--- config.mk ---
export PLATFORM = sky130hd
export DESIGN_NAME = axi_rd_burst_reader
export DESIGN_NICKNAME = d
export VERILOG_FILES = /design/src/rtl/axi_rd_burst_reader.sv
export SDC_FILE = /design/constraint.sdc
export NUM_CORES = 1
export LEC_CHECK = 0
export BUFFER_PORTS_ARGS = -buffer_cell sky130_fd_sc_hd__buf_2
export CAP_MARGIN = 20
export CORE_UTILIZATION = 40
export DETAILED_ROUTE_END_ITERATION = 8
export HOLD_SLACK_MARGIN = 0.12
export PLACE_DENSITY_LB_ADDON = 0.12
export SETUP_SLACK_MARGIN = 0.02
export SYNTH_ARGS = -nofsm -noshare
export SYNTH_HDL_FRONTEND = slang
export SYNTH_SLANG_ARGS = --single-unit
--- constraint.sdc ---
create_clock -name clk_i -period 11.9 [get_ports clk_i]
set_input_delay 1.19 -clock clk_i [delete_from_list [all_inputs] [get_ports clk_i]]
set_output_delay 1.19 -clock clk_i [all_outputs]
set_load 0.02 [all_outputs]
--- src/rtl/axi_rd_burst_reader.sv ---
// AXI4 read master: splits (addr, beats) commands into 4 KiB-safe INCR bursts, streams R beats through.
// Optional AXI_RD_BURST_CHECK_EN adds RID and RLAST-position checking into err_o.
module axi_rd_burst_reader #(
  parameter int AXI_ADDR_WIDTH  = 64,
  parameter int AXI_DATA_WIDTH  = 64,
  parameter int AXI_ID_WIDTH    = 4,
  parameter int RD_ID           = 0,
  parameter int MAX_BURST_LEN   = 16,
  parameter int MAX_OUTSTANDING = 4,
  parameter int BEATS_WIDTH     = 16
) (
  input  logic                      clk_i,
  input  logic                      rst_i,
  input  logic                      cmd_valid_i,
  output logic                      cmd_ready_o,
  input  logic [AXI_ADDR_WIDTH-1:0] cmd_addr_i,
  input  logic [BEATS_WIDTH-1:0]    cmd_beats_i,
  output logic [AXI_ID_WIDTH-1:0]   mst_out_ar_id,
  output logic [AXI_ADDR_WIDTH-1:0] mst_out_ar_addr,
  output logic [7:0]                mst_out_ar_len,
  output logic [2:0]                mst_out_ar_size,
  output logic [1:0]                mst_out_ar_burst,
  output logic                      mst_out_ar_valid,
  input  logic                      mst_in_ar_ready,
  input  logic [AXI_ID_WIDTH-1:0]   mst_in_r_id,
  input  logic [AXI_DATA_WIDTH-1:0] mst_in_r_data,
  input  logic [1:0]                mst_in_r_resp,
  input  logic                      mst_in_r_last,
  input  logic                      mst_in_r_valid,
  output logic                      mst_out_r_ready,
  output logic [AXI_DATA_WIDTH-1:0] data_o,
  output logic                      data_valid_o,
  input  logic                      data_ready_i,
  output logic                      done_o,
  output logic                      err_o
);
  localparam int SIZE = $clog2(AXI_DATA_WIDTH/8);
  localparam int OW   = $clog2(MAX_OUTSTANDING+1);

  typedef enum logic [1:0] {IDLE, ISSUE, DRAIN, DONE} state_t;
  state_t state;

  logic [AXI_ADDR_WIDTH-1:0] addr_q;
  logic [BEATS_WIDTH-1:0]    rem_ar, rem_r;
  logic [8:0]                n_q;
  logic [OW-1:0]             outstanding;
  logic [31:0]               page_beats, n_c;
  logic                      ar_hs, r_hs, r_trk, r_retire, r_bad;
  logic                      unused_bits;

  assign data_o           = mst_in_r_data;
  assign data_valid_o     = mst_in_r_valid;
  assign mst_out_r_ready  = data_ready_i;
  assign mst_out_ar_size  = 3'(SIZE);
  assign mst_out_ar_burst = 2'b01;
  assign unused_bits      = ^{mst_in_r_id, mst_in_r_resp[0]};

  assign ar_hs    = mst_out_ar_valid & mst_in_ar_ready;
  assign r_hs     = mst_in_r_valid & data_ready_i;
  // Beats only count toward a command while a burst is actually in flight.
  assign r_trk    = r_hs && (outstanding != '0);
  assign r_retire = r_trk & mst_in_r_last;

  always_comb begin
    page_beats = (32'd4096 - {20'd0, addr_q[11:0]}) >> SIZE;
    n_c = 32'(rem_ar);
    if (n_c > 32'(MAX_BURST_LEN)) n_c = 32'(MAX_BURST_LEN);
    if (n_c > page_beats)         n_c = page_beats;
  end

`ifdef AXI_RD_BURST_CHECK_EN
  localparam int PW = (MAX_OUTSTANDING > 1) ? $clog2(MAX_OUTSTANDING) : 1;
  logic [8:0]    len_fifo [MAX_OUTSTANDING];
  logic [PW-1:0] wr_ptr, rd_ptr;
  logic [8:0]    bcnt;
  logic          exp_last;

  function automatic logic [PW-1:0] ptr_inc(input logic [PW-1:0] p);
    return (p == PW'(MAX_OUTSTANDING-1)) ? '0 : p + PW'(1);
  endfunction

  assign exp_last = ((bcnt + 9'd1) == len_fifo[rd_ptr]);
  assign r_bad    = mst_in_r_resp[1] | (mst_in_r_id != AXI_ID_WIDTH'(RD_ID)) |
                    (mst_in_r_last != exp_last);

  always_ff @(posedge clk_i) if (ar_hs) len_fifo[wr_ptr] <= n_q;

  always_ff @(posedge clk_i or posedge rst_i) begin
    if (rst_i) begin
      wr_ptr <= '0;
      rd_ptr <= '0;
      bcnt   <= '0;
    end else begin
      if (ar_hs) wr_ptr <= ptr_inc(wr_ptr);
      if (r_trk) begin
        if (exp_last) begin
          bcnt   <= '0;
          rd_ptr <= ptr_inc(rd_ptr);
        end else bcnt <= bcnt + 9'd1;
      end
    end
  end
`else
  assign r_bad = mst_in_r_resp[1];
`endif

  always_ff @(posedge clk_i or posedge rst_i) begin
    if (rst_i) begin
      state            <= IDLE;
      cmd_ready_o      <= 1'b0;
      done_o           <= 1'b0;
      err_o            <= 1'b0;
      addr_q           <= '0;
      rem_ar           <= '0;
      rem_r            <= '0;
      n_q              <= '0;
      outstanding      <= '0;
      mst_out_ar_valid <= 1'b0;
      mst_out_ar_addr  <= '0;
      mst_out_ar_len   <= '0;
      mst_out_ar_id    <= '0;
    end else begin
      done_o <= 1'b0;
      if (r_trk) begin
        rem_r <= rem_r - BEATS_WIDTH'(1);
        if (r_bad) err_o <= 1'b1;
      end
      if (ar_hs && !r_retire)      outstanding <= outstanding + OW'(1);
      else if (!ar_hs && r_retire) outstanding <= outstanding - OW'(1);

      case (state)
        IDLE: begin
          if (!cmd_ready_o) cmd_ready_o <= 1'b1;
          else if (cmd_valid_i) begin
            cmd_ready_o <= 1'b0;
            addr_q      <= cmd_addr_i;
            rem_ar      <= cmd_beats_i;
            rem_r       <= cmd_beats_i;
            err_o       <= 1'b0;
            state       <= (cmd_beats_i != '0) ? ISSUE : DONE;
          end
        end
        ISSUE: begin
          // Burst fields are captured when valid rises, so they stay stable under stall.
          if (mst_out_ar_valid) begin
            if (mst_in_ar_ready) begin
              mst_out_ar_valid <= 1'b0;
              addr_q <= addr_q + (AXI_ADDR_WIDTH'(n_q) << SIZE);
              rem_ar <= rem_ar - BEATS_WIDTH'(n_q);
              if (rem_ar == BEATS_WIDTH'(n_q)) state <= DRAIN;
            end
          end else if (outstanding < OW'(MAX_OUTSTANDING)) begin
            mst_out_ar_valid <= 1'b1;
            mst_out_ar_addr  <= addr_q;
            mst_out_ar_len   <= 8'(n_c - 32'd1);
            mst_out_ar_id    <= AXI_ID_WIDTH'(RD_ID);
            n_q              <= 9'(n_c);
          end
        end
        DRAIN: if (rem_r == '0) state <= DONE;
        DONE: begin
          done_o <= 1'b1;
          state  <= IDLE;
        end
        default: state <= IDLE;
      endcase
    end
  end
endmodule

==> impl_metrics.yaml <==
timing:
  rsz0062_at_grt: "false"
  setup_viol: 0
  tightest_slew_ps: 1080
  setup_tns_ps: 0
  timing_hold_violations_final: 0
  finalCritPeriodShare_pct: 33.9
  fin_skew_ps: 14.1
  period_needed_ps: 4040
  slew_headroom_pct: 27.8
  drv_slew: 0
  fmax_mhz: 248
grt:
  grt_pass1_vias: 9278
  antenna_found_initial: 0
  grt-ovfl-total: 0
  grt_first_pass_wirelength_um: 50700
  grt_usage_pct: 22.2
  grt_max_degree: 125
clocking:
  clk_pin_slew_ps: 80
  cts_resized: 0
  clockRootBuffer: "clkbuf_16"
  worstSkewPairLatency_ps: 450
  cts_setup_buffers: 0
  hold_buffers: 0
  h-tree-depth: 4
  cts_sinks: 186
  cts_buffer_depth: 2
  cts_inserted_buffers: 17
  cts_tree: "built"
placement:
  place.gp.congestion: 0.855
  numPortBuffers: 165
  placed_cells: 1749
  hpwl_um: 21600
yosys:
  ys.flop_type: "dfrtp_1"
  syn_avg_cell_area_um2: 8.53
  synth_area_um2: 11400
  synth_edf_count: 0
  ys_seq_elements: 186
  yosysUniqueCellTypes: 75
  yosys_warnings: 0
  synth-async-reset-ratio_pct: 100
  syn_inst: 1334
  seq_area_frac_synth_pct: 40.9
setup_path:
  end_kind: "flop"
  crit_path_start_kind: "flop"
  crit_path_cell_trace: "nor4_2 -> nand3_1 -> nor3b_1 -> ha_1 -> o21ai_0 -> a21oi_1 -> o31ai_1 -> a31o_2 -> nor2_1 -> a21oi_1 -> ha_1 -> mux4_2 -> o21ai_1"
  slowest_stage: "nor4_2"
  cp.required_ps: 12260
  slowest_delay_ps: 500
  critPathKind: "reg2reg"
  worstPathArrival_ps: 4390
  cp_max_fo: 10
final_layout:
  final_cell_mix: "nand2_1, dfrtp_1, buf_2"
  syn_to_final_growth_pct: 10.1
  nFillCells: 2766
  n_antenna_cell: 0
  instances_no_fill: 1781
  drive_above_1_share_pct: 17.2
  final_common_cell: "nand2_1"
  nets: 1586
detailed_routing:
  drt-pass1-iter-count: 5
  antenna_left: 0
  drc: 0
  drt-total-wl_um: 31700
  wl_per_cell_um: 17.8
  via_per_inst: 5.51
  drt-initial-drc-count: 619
  vias: 9812
die:
  io_pins: 308
  rows: 61
  die_w_um: 171
  die-area_um2: 29100
  core_area_um2: 27900
  die_y_um: 171
  start_util_pct: 40.9
hold_path:
  hold_path.class: "reg2reg"
power:
  p_leak_nw: 5.71
  p_per_area_nw_per_um2: 308
  vdd_ir_drop_max_mv: 0.221
run:
  maxCapViolCount: 0
run_status:
  outcome: "completed"
[flip-flops by register name (all words and copies together), names as in the netlist]
signal / flops
done_o: 1
state: 2
rem_ar: 16
addr_q: 64
mst_out_ar_valid: 1
err_o: 1
cmd_ready_o: 1
mst_out_ar_len: 8
rem_r: 16
outstanding: 3
n_q: 9
mst_out_ar_addr: 64
[where the power goes]
| part | switching (mW) | internal, mW |
|---|---|---|
| combinational | 1.27 | 0.771 |
| clock | 0.280 | 0.280 |
| sequential | 0.311 | 0.946 |
| total | 1.86 | 2.00 |
[area by class of cell]
| type | instances | area (um^2) | share of cell area (%) |
|---|---|---|---|
| sequential | 186 | 4650 | 37.1 |
| timing repair buffer | 175 | 901 | 7.19 |
| clock buffer | 19 | 443 | 3.53 |
| inverter | 40 | 158 | 1.26 |
| tap | 378 | 473 | 3.77 |
| clock inverter | 13 | 111 | 0.888 |
| multi-input combinational | 970 | 5790 | 46.2 |
[per-layer routing]
| layer | routed length (um) | part of all wire [%] | track usage, % | vias to the layer above |
|---|---|---|---|---|
| li1 | - | - | - | 4753 |
| met1 | 15700 | 50 | 32.8 | 4744 |
| met2 | 14000 | 44 | 33.4 | 270 |
| met3 | 1440 | 4.5 | 3.15 | 45 |
| met4 | 511 | 1.6 | 6.46 | 0 |
| met5 | 0 | 0 | 0 | - |
[worst max-delay path, delay by kind of cell, from the launching register on]
kind            cells  cell delay, ps
compound gates      6            1180
fa+ha+maj           2             620
flops               1             440
mux                 1             310
simple gates        4            1390
[final timing paths]
check	to	depth (start not counted)	startpoint	slack, ps
worst max-delay path	mst_out_ar_len[4]	13	rem_ar[9]	7860
worst min-delay path	mst_out_ar_addr[28]	2	mst_out_ar_addr[28]	470
worst max register to register	mst_out_ar_len[4]	13	rem_ar[9]	7860
worst min register to register	mst_out_ar_addr[28]	2	mst_out_ar_addr[28]	470
max in group asynchronous	addr_q[49]	3	rst_i	9550
min in group asynchronous	rem_r[2]	2	rst_i	910
[through the flow]
| step | power (mW) | utilization (%) | setup slack (ps) | instance area (um^2) | hold slack, ps |
|---|---|---|---|---|---|
| 2_1_floorplan | 2.77 | - | 5650 | 11400 | 454 |
| 3_3_place_gp | 3.27 | 43.0 | 7960 | 12000 | 455 |
| 3_5_place_dp | 3.30 | 43.0 | 7950 | 12000 | 457 |
| 4_1_cts | 3.88 | 45.0 | 7910 | 12500 | 475 |
| 5_1_grt | 4.19 | 45.0 | 7570 | 12500 | 497 |
| 6_report | 3.85 | 45.0 | 7860 | 12500 | 470 |
[cells by family (layout without fill, tap and decap cells)]
kind of cell / Yosys count / after routing / synth area share (%)
mux: 15 / 15 / 1.46
simple gates: 544 / 544 / 22.6
fa+ha+maj: 39 / 39 / 4.48
xor+xnor: 34 / 34 / 2.62
buf+inv: 190 / 247 / 8.95
other cells: 2 / 14 / 0.0660
compound gates: 324 / 324 / 18.9
flops: 186 / 186 / 40.9
[Yosys cell counts, types with 5 or more instances]
| cell | number | area, um^2 |
|---|---|---|
| nand2_1 | 280 | 1050 |
| dfrtp_1 | 186 | 4650 |
| a21oi_1 | 90 | 450 |
| buf_4 | 79 | 593 |
| o21ai_0 | 72 | 360 |
| nor2_1 | 70 | 263 |
| clkbuf_1 | 55 | 206 |
| inv_1 | 39 | 146 |
| ha_1 | 36 | 450 |
| nand3_1 | 35 | 175 |
| and3_1 | 30 | 188 |
| nor3_1 | 28 | 140 |
| o22ai_1 | 26 | 163 |
| a2bb2oi_1 | 20 | 175 |
| nor4_1 | 19 | 119 |
| xnor2_1 | 19 | 166 |
| nand4_1 | 17 | 106 |
| xor2_1 | 15 | 131 |
| a211oi_1 | 13 | 97.6 |
| or3_1 | 13 | 81.3 |
| a211o_1 | 11 | 96.3 |
| mux2i_1 | 11 | 110 |
| o21a_1 | 11 | 82.6 |
| o31ai_1 | 11 | 82.6 |
| and4_1 | 9 | 78.8 |
| buf_1 | 9 | 33.8 |
| a31oi_1 | 7 | 43.8 |
| buf_2 | 7 | 35.0 |
| nand4b_1 | 6 | 52.6 |
| nor2b_1 | 6 | 37.5 |
| o21ai_1 | 6 | 30.0 |
| nand2b_1 | 5 | 31.3 |
| o41ai_1 | 5 | 43.8 |
Note: power is estimated with default switching activity, not from simulation.
